<file path="src/rtl/alu_seq_muldiv.sv">
// alu_seq_muldiv: 24-bit unsigned shift-add multiply / restoring divide sequencer.
// Drives an external ALU one add/subtract per cycle.
module alu_seq_muldiv #(
    parameter int WIDTH  = 24,
    parameter int ITER_W = 5
) (
    input  logic             clk_i,
    input  logic             rst_i,
    input  logic             start_i,
    input  logic             func_i,
    input  logic [WIDTH-1:0] op_a_i,
    input  logic [WIDTH-1:0] op_b_i,
    output logic             busy_o,
    output logic             done_o,
    output logic [WIDTH-1:0] hi_o,
    output logic [WIDTH-1:0] lo_o,
    output logic             div_by_zero_o,
    output logic [WIDTH-1:0] alu_a_o,
    output logic [WIDTH-1:0] alu_b_o,
    output logic             alu_b_negate_o,
    output logic [1:0]       alu_op_o,
    input  logic [WIDTH-1:0] alu_result_i,
    input  logic             alu_carry_out_i,
    input  logic             alu_zero_i,
    input  logic             alu_overflow_i
);
    localparam logic [1:0] S_IDLE = 2'd0, S_RUN = 2'd1, S_DONE = 2'd2;
    logic [1:0]        state_q, state_d;
    logic [WIDTH-1:0]  hi_q, hi_d, lo_q, lo_d, m_q, m_d;
    logic [ITER_W-1:0] cnt_q, cnt_d;
    logic              func_q, func_d, dbz_q, dbz_d;
    logic              run, accept, dbz_in, q_bit;
    logic [WIDTH-1:0]  rem_sh;
    logic              unused_alu_flags;
    assign unused_alu_flags = alu_zero_i ^ alu_overflow_i;
    assign run    = state_q == S_RUN;
    assign accept = start_i && !run;
    assign dbz_in = func_i && op_b_i == '0;
    // Quotient bit: a bit shifted out of the remainder always means R' exceeds the divisor.
    assign rem_sh = {hi_q[WIDTH-2:0], lo_q[WIDTH-1]};
    assign q_bit  = hi_q[WIDTH-1] | alu_carry_out_i;
    assign busy_o         = run;
    assign done_o         = state_q == S_DONE;
    assign hi_o           = hi_q;
    assign lo_o           = lo_q;
    assign div_by_zero_o  = dbz_q;
    assign alu_a_o        = !run ? '0 : func_q ? rem_sh : hi_q;
    assign alu_b_o        = (run && (func_q || lo_q[0])) ? m_q : '0;
    assign alu_b_negate_o = run && func_q;
    assign alu_op_o       = run ? 2'b10 : 2'b00;
    always_comb begin
        state_d = state_q;
        hi_d    = hi_q;
        lo_d    = lo_q;
        m_d     = m_q;
        cnt_d   = cnt_q;
        func_d  = func_q;
        dbz_d   = dbz_q;
        if (accept) begin
            func_d  = func_i;
            m_d     = func_i ? op_b_i : op_a_i;
            cnt_d   = '0;
            dbz_d   = dbz_in;
            hi_d    = dbz_in ? op_a_i : '0;
            lo_d    = dbz_in ? '1 : func_i ? op_a_i : op_b_i;
            state_d = dbz_in ? S_DONE : S_RUN;
        end else if (run) begin
            cnt_d   = cnt_q + 1'b1;
            hi_d    = func_q ? (q_bit ? alu_result_i : rem_sh) : {alu_carry_out_i, alu_result_i[WIDTH-1:1]};
            lo_d    = func_q ? {lo_q[WIDTH-2:0], q_bit} : {alu_result_i[0], lo_q[WIDTH-1:1]};
            state_d = cnt_q == ITER_W'(WIDTH - 1) ? S_DONE : S_RUN;
        end else if (state_q == S_DONE) begin
            state_d = S_IDLE;
        end
    end
    always_ff @(posedge clk_i) begin
        if (rst_i) begin
            state_q <= S_IDLE;
            hi_q    <= '0;
            lo_q    <= '0;
            m_q     <= '0;
            cnt_q   <= '0;
            func_q  <= 1'b0;
            dbz_q   <= 1'b0;
        end else begin
            state_q <= state_d;
            hi_q    <= hi_d;
            lo_q    <= lo_d;
            m_q     <= m_d;
            cnt_q   <= cnt_d;
            func_q  <= func_d;
            dbz_q   <= dbz_d;
        end
    end
endmodule

</file>
<file path="config.mk">
export PLATFORM = sky130hd
export DESIGN_NAME = alu_seq_muldiv
export DESIGN_NICKNAME = d
export VERILOG_FILES = /design/src/rtl/alu_seq_muldiv.sv
export SDC_FILE = /design/constraint.sdc
export NUM_CORES = 1
export LEC_CHECK = 0
export CAP_MARGIN = 10
export CELL_PAD_IN_SITES_DETAIL_PLACEMENT = 2
export CELL_PAD_IN_SITES_GLOBAL_PLACEMENT = 2
export CORE_AREA = 2 2 110 219
export DETAILED_ROUTE_END_ITERATION = 12
export DIE_AREA = 0 0 112 221
export HOLD_SLACK_MARGIN = 0.08
export PLACE_DENSITY = 0.86
export SYNTH_ARGS = -nofsm -noshare
export SYNTH_HDL_FRONTEND = slang
export SYNTH_SLANG_ARGS = --single-unit
</file>
<file path="constraint.sdc">
create_clock -name clk_i -period 1.54 [get_ports clk_i]
set_input_delay 0.231 -clock clk_i [delete_from_list [all_inputs] [get_ports clk_i]]
set_output_delay 0.231 -clock clk_i [all_outputs]
set_load 0.02 [all_outputs]
</file>
==> summary.md, run 1 <==
| Metric | Value |
|---|---|
| Cell area after synthesis | `roughly 5200 um2` |
| Most used DFF post-synth | `dfxtp_1` |
| Psw | `between 4000 and 5000 uW` |
| Port Buf Inserts | `~180` |
| Gp weighted congestion | `approximately 0.89` |
| Worst-margin pin slew | `about 720 ps` |
| WHS | `around 300 ps` |
| Highest Clock Rate | `490 MHz` |
| Fin. max-slew vios | `0` |
| Post-cts hold buffer count | `0` |
| Worst path slowest cell | `dfxtp_2` |
| Hold path startpoint | `rst_i` |
| R2R Setup Slk | `-500 ps` |
| Final Cycle Share | `1.32` |
| Antenna violations before repair | `1` |
| Starting DRC count in detailed routing | `about 450` |
| Tightest Hold Check Type | `in2reg` |
| Reg clk slew, reported paths | `roughly 80 ps` |
| IO Pins | `181` |
| Slew Limit Headroom | `0.504` |
| R2R Path Start | `state_q[1]$_SDFFE_PP0P_` |
| FILL cells | `about 2,300` |
| Min cycle time layout | `2040 ps` |
| GRT Residual Overflow | `0` |
| Max stage delay on crit path | `roughly 350 ps` |
| Crit-path max FO | `4` |
| Fraction of layout cells with a size suffix above 1 | `0.530` |
| Register area | `about 1600 um2` |
| Detail Route Antenna Nets | `0` |
| Sequential power share | `0.260` |
| Largest net degree at the start of global routing | `42` |
| DR vias | `about 7,100` |
| Htree depth | `3` |
| Hold Violations, Final | `0` |
| Post-Synthesis Cells | `~640` |
| Total CTS buffers | `9` |
| Total GRT Usage | `0.298` |
| Multi-input gate area | `4790 um2` |
| Vias in the first global route | `approximately 7,800` |
| Internal power | `about 6200 uW` |
| Arrival @ worst endpoint | `2290 ps` |
| Layout Skew | `roughly 14 ps` |
| Die W | `approximately 110 um` |
| Mapped Avg Cell Area | `roughly 8 um2` |
| Reg2reg path depth | `12` |
| # setup viols final | `~140` |
| Mapped Nets | `approximately 720` |
| Clock Latency Late Sink | `between 300 and 400 ps` |
| Reg-to-reg endpoint | `lo_o[5]$_SDFFE_PP0P_` |
| #FFs+latches synth | `81` |
| Pre-CTS setup slack | `-840 ps` |
| Power Density | `964 nW/um2` |
| DR vias/cell | `5.75` |
| Worst Hold Path EP | `func_q$_SDFFE_PP0P_` |
| Drt pass-1 iters | `5` |
| First-pass GRT wire length | `about 55,000 um` |
| Violated checks | `negative setup slack` |
| # DRC | `0` |
| Critical path type | `reg2reg` |
| CP Data Required Time | `1790 ps` |
| Clk buf depth | `2` |
| Synth cell types | `between 40 and 50` |
| Syn-to-layout area delta | `114%` |
| Leading cell types in the layout, fill and taps excluded | `buf_4 (111), buf_6 (75), dfxtp_1 (72), mux2i_1 (62)` |
| RSZ-0062 raised after global routing | `true` |
| Post-synth EDFFs | `0` |
| Max-Cap Viols | `0` |
| PnR worst setup slack | `-499 ps` |
| Async S/R FF share, synth | `0` |
| FP Rows | `slightly below 80` |
| CP cell instances | `inv_2 > ha_4 > inv_4 > buf_4 > buf_8 > buf_6 > nand2_8 > a21oi_4 > buf_12 > buf_16 > buf_12 > a2111oi_4` |
| Status | `finished with violations` |
| Die H | `~220 um` |
| Combinational power share | `0.527` |
| CTS root buffer | `clkbuf_16` |
| Initial Util | `0.227` |
| Commonest non-fill, non-tap cell in the layout | `buf_4` |
| Hold path cells | `3` |
| Clock Power Share | `0.213` |
| Post-Route WL | `~43,000 um` |
| Core footprint | `around 23,000 um2` |
| CTS tree | `yes` |
| Switching Share | `0.422` |
| Crit path capture type | `register` |
| Post-DR wirelength/cell | `34.6 um` |
| # clock sinks | `81` |
| Ys Warns | `0` |
| CP startpoint kind | `register` |
| Register area share after synthesis | `0.309` |
| Final HPWL from detailed placement | `around 22,000 um` |
| Most used cell along the critical path | `buf_12` |
| VDD IR max | `around 0.8 mV` |
| DIE AREA | `24,800 um2` |
| Leakage | `roughly 0.0045 uW` |
| Layout Nets | `1,029` |
worst max-delay path, delay by kind of cell (launching register included):
kind	cells	cell delay, ps
AOI/OAI and AO/OA	2	390
adders and majority gates	1	160
DFF	1	350
buffers and inverters	8	960
and+or+nand+nor	1	70
state kept, by name, summed over array words and instances, names as in the netlist:
signal and cells:
hi_o 24, div_by_zero_o 1, state_q 2, cnt_q 5, lo_o 24, m_q 24
func_q 1
metal layers:
metal / global-route usage / vias to the layer above / routed length [um]
met5: 0 / - / 0
met4: 0.223 / 0 / 3600
met3: 0.0389 / 164 / 1520
met2: 0.559 / 351 / 23100
met1: 0.289 / 3614 / 14600
li1: - / 2978 / -
power groups by stage:
| stage | sequential (uW) | clock (uW) | combinational (uW) |
|---|---|---|---|
| global route | 2820 | 2370 | 5830 |
| finish | 2800 | 2300 | 5690 |
| CTS | 2720 | 2180 | 4520 |
| global placement | 2700 | 0 | 3240 |
| floorplan | 2820 | 0 | 1490 |
| detailed placement | 2720 | 0 | 3380 |
how the worst max path moves through the flow:
stage,startpoint,endpoint,slack (ps),cells after the start
final,state_q[1]$_SDFFE_PP0P_,lo_o[5]$_SDFFE_PP0P_,-500,12
after detailed placement,op_b_i[4],lo_o[0]$_SDFFE_PP0P_,-840,6
after global placement,op_b_i[4],lo_o[9]$_SDFFE_PP0P_,-660,6
after CTS,state_q[1]$_SDFFE_PP0P_,alu_b_o[3],-380,9
after floorplan,state_q[1]$_SDFFE_PP0P_,alu_b_negate_o,-40,6
after global routing,state_q[1]$_SDFFE_PP0P_,lo_o[5]$_SDFFE_PP0P_,-480,12
cell usage after synthesis, types with 3 or more instances:
master      n  area share
mux2i_1    84        0.16
a31o_1      3      0.0050
a31o_2     21       0.035
dfxtp_1    81        0.31
and2_1     34       0.041
nor2_1     86       0.062
o21ai_0    23       0.022
o21bai_1   23       0.033
buf_1       4      0.0029
a2111oi_0   5      0.0084
clkbuf_1   40       0.029
buf_4       4      0.0057
xor2_1      3      0.0050
a31oi_1    24       0.029
a211o_1    11       0.018
inv_1       4      0.0029
a2111oi_2   7       0.020
nor2b_1     4      0.0048
nand2_1    30       0.021
nor4_1      4      0.0048
a211oi_1   59       0.085
buf_2      20       0.019
ha_1        3      0.0072
nor3_1     25       0.024
a21oi_1    15       0.014
logic make-up after synthesis:
| group | share of synthesized area |
|---|---|
| buffers and inverters | 0.0613 |
| adders and majority gates | 0.00716 |
| DFF | 0.309 |
| other | 0.000715 |
| xor gates and xnor gates | 0.00669 |
| muxes | 0.160 |
| and+or+nand+nor | 0.172 |
| AOI/OAI and AO/OA | 0.283 |
stage by stage:
step	util	instance area (um2)	total power, uW	setup TNS (ps)	cells
global route	0.484	11200	11000	-45780	1236
finish	0.484	11200	10800	-43810	1236
CTS	0.435	10100	9410	-22500	1205
detailed placement	0.354	8200	6100	-48840	1141
global placement	0.354	8200	5940	-42550	1141
floorplan	-	5430	4300	-493	637
what timing repair did:
item | in CTS | in global routing
gates resized for setup | 490 | 164
pin swaps | 47 | 54
buffers inserted | 34 | 35
gates cloned | 17 | 6
setup endpoints to repair | 182 | 133
cell type report:
cell class,count,share of cell area
timing repair buffer,368,0.366
tap,283,0.0316
inverter,4,0.00190
antenna,1,0.000223
multi-input combinational,483,0.428
clock inverter,6,0.00458
sequential,81,0.146
clock buffer,10,0.0213
(Power assumes the default switching activity.)
==> run 2: changes to the inputs <==
--- a/config.mk
+++ b/config.mk
@@ -9,10 +9,11 @@
 export CELL_PAD_IN_SITES_DETAIL_PLACEMENT = 2
 export CELL_PAD_IN_SITES_GLOBAL_PLACEMENT = 2
 export CORE_AREA = 2 2 110 219
+export CTS_CLUSTER_SIZE = 30
 export DETAILED_ROUTE_END_ITERATION = 12
 export DIE_AREA = 0 0 112 221
 export HOLD_SLACK_MARGIN = 0.08
-export PLACE_DENSITY = 0.86
+export PLACE_DENSITY = 0.74
 export SYNTH_ARGS = -nofsm -noshare
 export SYNTH_HDL_FRONTEND = slang
 export SYNTH_SLANG_ARGS = --single-unit
==> run 2 against run 1 <==
The flow still finishes with violations (negative setup slack); final area down 2.5%; clock skew increased by 6.4 ps; global-route usage shrank 1.7 points; flip-flop and latch count unchanged; sequential power hardly changed.
==> summary.md, run 2 (synthesis results as in run 1) <==
| Metric | Value |
|---|---|
| Min cycle time layout | `between 1500 and 2000 ps` |
| Final cell count without fillers | `about 1,200` |
| Critical path type | `reg2out` |
| Worst Hold Path EP | `div_by_zero_o$_SDFFE_PP0P_` |
| Reg-to-reg endpoint | `hi_o[0]$_SDFFE_PP0P_` |
| Syn-to-layout area delta | `108%` |
| Die W | `between 100 and 150 um` |
| Post-Route WL | `roughly 40,000 um` |
| Total CTS buffers | `9` |
| Largest net degree at the start of global routing | `78` |
| Reg clk slew, reported paths | `roughly 80 ps` |
| Vias in the first global route | `roughly 7,800` |
| Post-DR wirelength/cell | `around 32 um` |
| R2R Path Start | `state_q[1]$_SDFFE_PP0P_` |
| DR vias/cell | `5.57` |
| Violated checks | `negative setup slack` |
| CP startpoint kind | `register` |
| Dpl cells | `1,151` |
| # DRC | `0` |
| Antenna violations before repair | `1` |
| GRT Residual Overflow | `0` |
| DIE AREA | `around 25,000 um2` |
| Final HPWL from detailed placement | `between 20,000 and 25,000 um` |
| Drt pass-1 iters | `4` |
| Hold Violations, Final | `0` |
| Status | `finished with violations` |
| Port Buf Inserts | `177` |
| Core footprint | `roughly 23,000 um2` |
| CTS tree | `yes` |
| Detail Route Antenna Nets | `0` |
| Highest Clock Rate | `513 MHz` |
| Power Density | `approximately 950 nW/um2` |
| # clock sinks | `81` |
| Total GRT Usage | `0.281` |
| # setup viols final | `between 100 and 150` |
| Total power | `just over 10,000 uW` |
| Reg2reg path depth | `10` |
| Starting DRC count in detailed routing | `402` |
| Slew Limit Headroom | `0.598` |
| Hold path cells | `3` |
| Final Cycle Share | `1.26` |
| CTS root buffer | `clkbuf_16` |
| Die H | `between 200 and 250 um` |
| DR vias | `between 6,000 and 7,000` |
| Clock Latency Late Sink | `between 300 and 400 ps` |
| Worst-margin pin slew | `approximately 590 ps` |
| Clk buf depth | `2` |
| Hold path startpoint | `rst_i` |
| Post-placement cell area | `8240 um2` |
| Design area | `around 11,000 um2` |
| Commonest non-fill, non-tap cell in the layout | `buf_4` |
| Leakage | `between 0.004 and 0.005 uW` |
| WHS | `around 500 ps` |
| R2R Setup Slk | `-400 ps` |
| VDD IR max | `approximately 0.66 mV` |
| First-pass GRT wire length | `around 52,000 um` |
| IO Pins | `roughly 180` |
| Initial Util | `0.227` |
| Gp weighted congestion | `0.855` |
| Htree depth | `3` |
| RSZ-0062 raised after global routing | `true` |
| Leading cell types in the layout, fill and taps excluded | `buf_4 (133), dfxtp_1 (64), clkdlybuf4s50_1 (63), buf_6 (62), mux2i_1 (60)` |
| Fraction of layout cells with a size suffix above 1 | `0.519` |
| Layout Skew | `roughly 20 ps` |
| Arrival @ worst endpoint | `around 1700 ps` |
| CP Data Required Time | `around 1300 ps` |
| Fin. max-slew vios | `0` |
| Crit path capture type | `output port` |
| PnR worst setup slack | `-408 ps` |
| Crit-path max FO | `5` |
| Layout Nets | `~1,000` |
| Tightest Hold Check Type | `in2reg` |
| Pre-CTS setup slack | `-765 ps` |
| Max-Cap Viols | `0` |
| FP Rows | `between 70 and 80` |
run 2: changes by cell type in the layout (fill, tap and decap cells not counted), sizes merged, moves of 2 or more:
| cell | before | now |
|---|---|---|
| buf | 237 | 245 |
| dlygate4sd2 | 59 | 51 |
| clkbuf | 17 | 10 |
| clkdlybuf4s50 | 59 | 63 |
| dlymetal6s2s | 1 | 5 |
| clkinv | 4 | 2 |
| inv | 4 | 6 |
run 2: stage by stage:
stage	utilization	TNS, ps
3_3_place_gp	0.356	-49410
4_1_cts	0.431	-24220
6_report	0.472	-33730
5_1_grt	0.472	-38070
2_1_floorplan	-	-493
3_5_place_dp	0.356	-55420
run 2: cell type report:
class	instances	area, um2
antenna	1	2.50
clock buffer	9	225
clock inverter	7	76.3
fill	2333	12200
inverter	4	20.0
multi-input combinational	483	4640
sequential	81	1650
tap	283	354
timing repair buffer	371	3950
run 2: worst max path at each step:
stage                                  from                     to  slack, ps  cells after the start
finish              state_q[1]$_SDFFE_PP0P_            alu_b_o[19]       -410                      8
global route        state_q[1]$_SDFFE_PP0P_            alu_b_o[19]       -440                      8
CTS                 state_q[1]$_SDFFE_PP0P_            alu_b_o[20]       -370                      8
detailed placement               op_b_i[11]  lo_o[21]$_SDFFE_PP0P_       -770                      6
global placement                  op_b_i[4]   lo_o[9]$_SDFFE_PP0P_       -640                      6
floorplan           state_q[1]$_SDFFE_PP0P_         alu_b_negate_o        -40                      6
run 2: critical path, stage by stage, from the launching register on:
cell	delay [ps]
dfxtp_2	330
inv_2	70
ha_4	150
inv_6	40
nor2_4	220
buf_6	160
buf_6	110
and2_4	140
buf_6	110
run 2: report_power, final:
part	total, uW	internal [uW]	switching [uW]	leakage [uW]
Combinational	5190	2480	2710	0.00358
Clock	2400	1270	1130	0.000142
Sequential	2810	2370	432	0.000677
Total	10400	6130	4270	0.00440
run 2: timing repair:
action	in CTS	in global routing
setup buffers	31	25
gates resized for setup	448	160
setup endpoints to repair	182	136
gates cloned	20	0
pin swaps	29	36
hold buffers	0	0
run 2: per-layer routing:
layer / global-route usage / up-vias / wire [um]
met5: 0 / - / 0
met4: 0.190 / 0 / 2460
li1: - / 2965 / -
met1: 0.282 / 3546 / 14200
met3: 0.0427 / 101 / 1450
met2: 0.523 / 288 / 22000
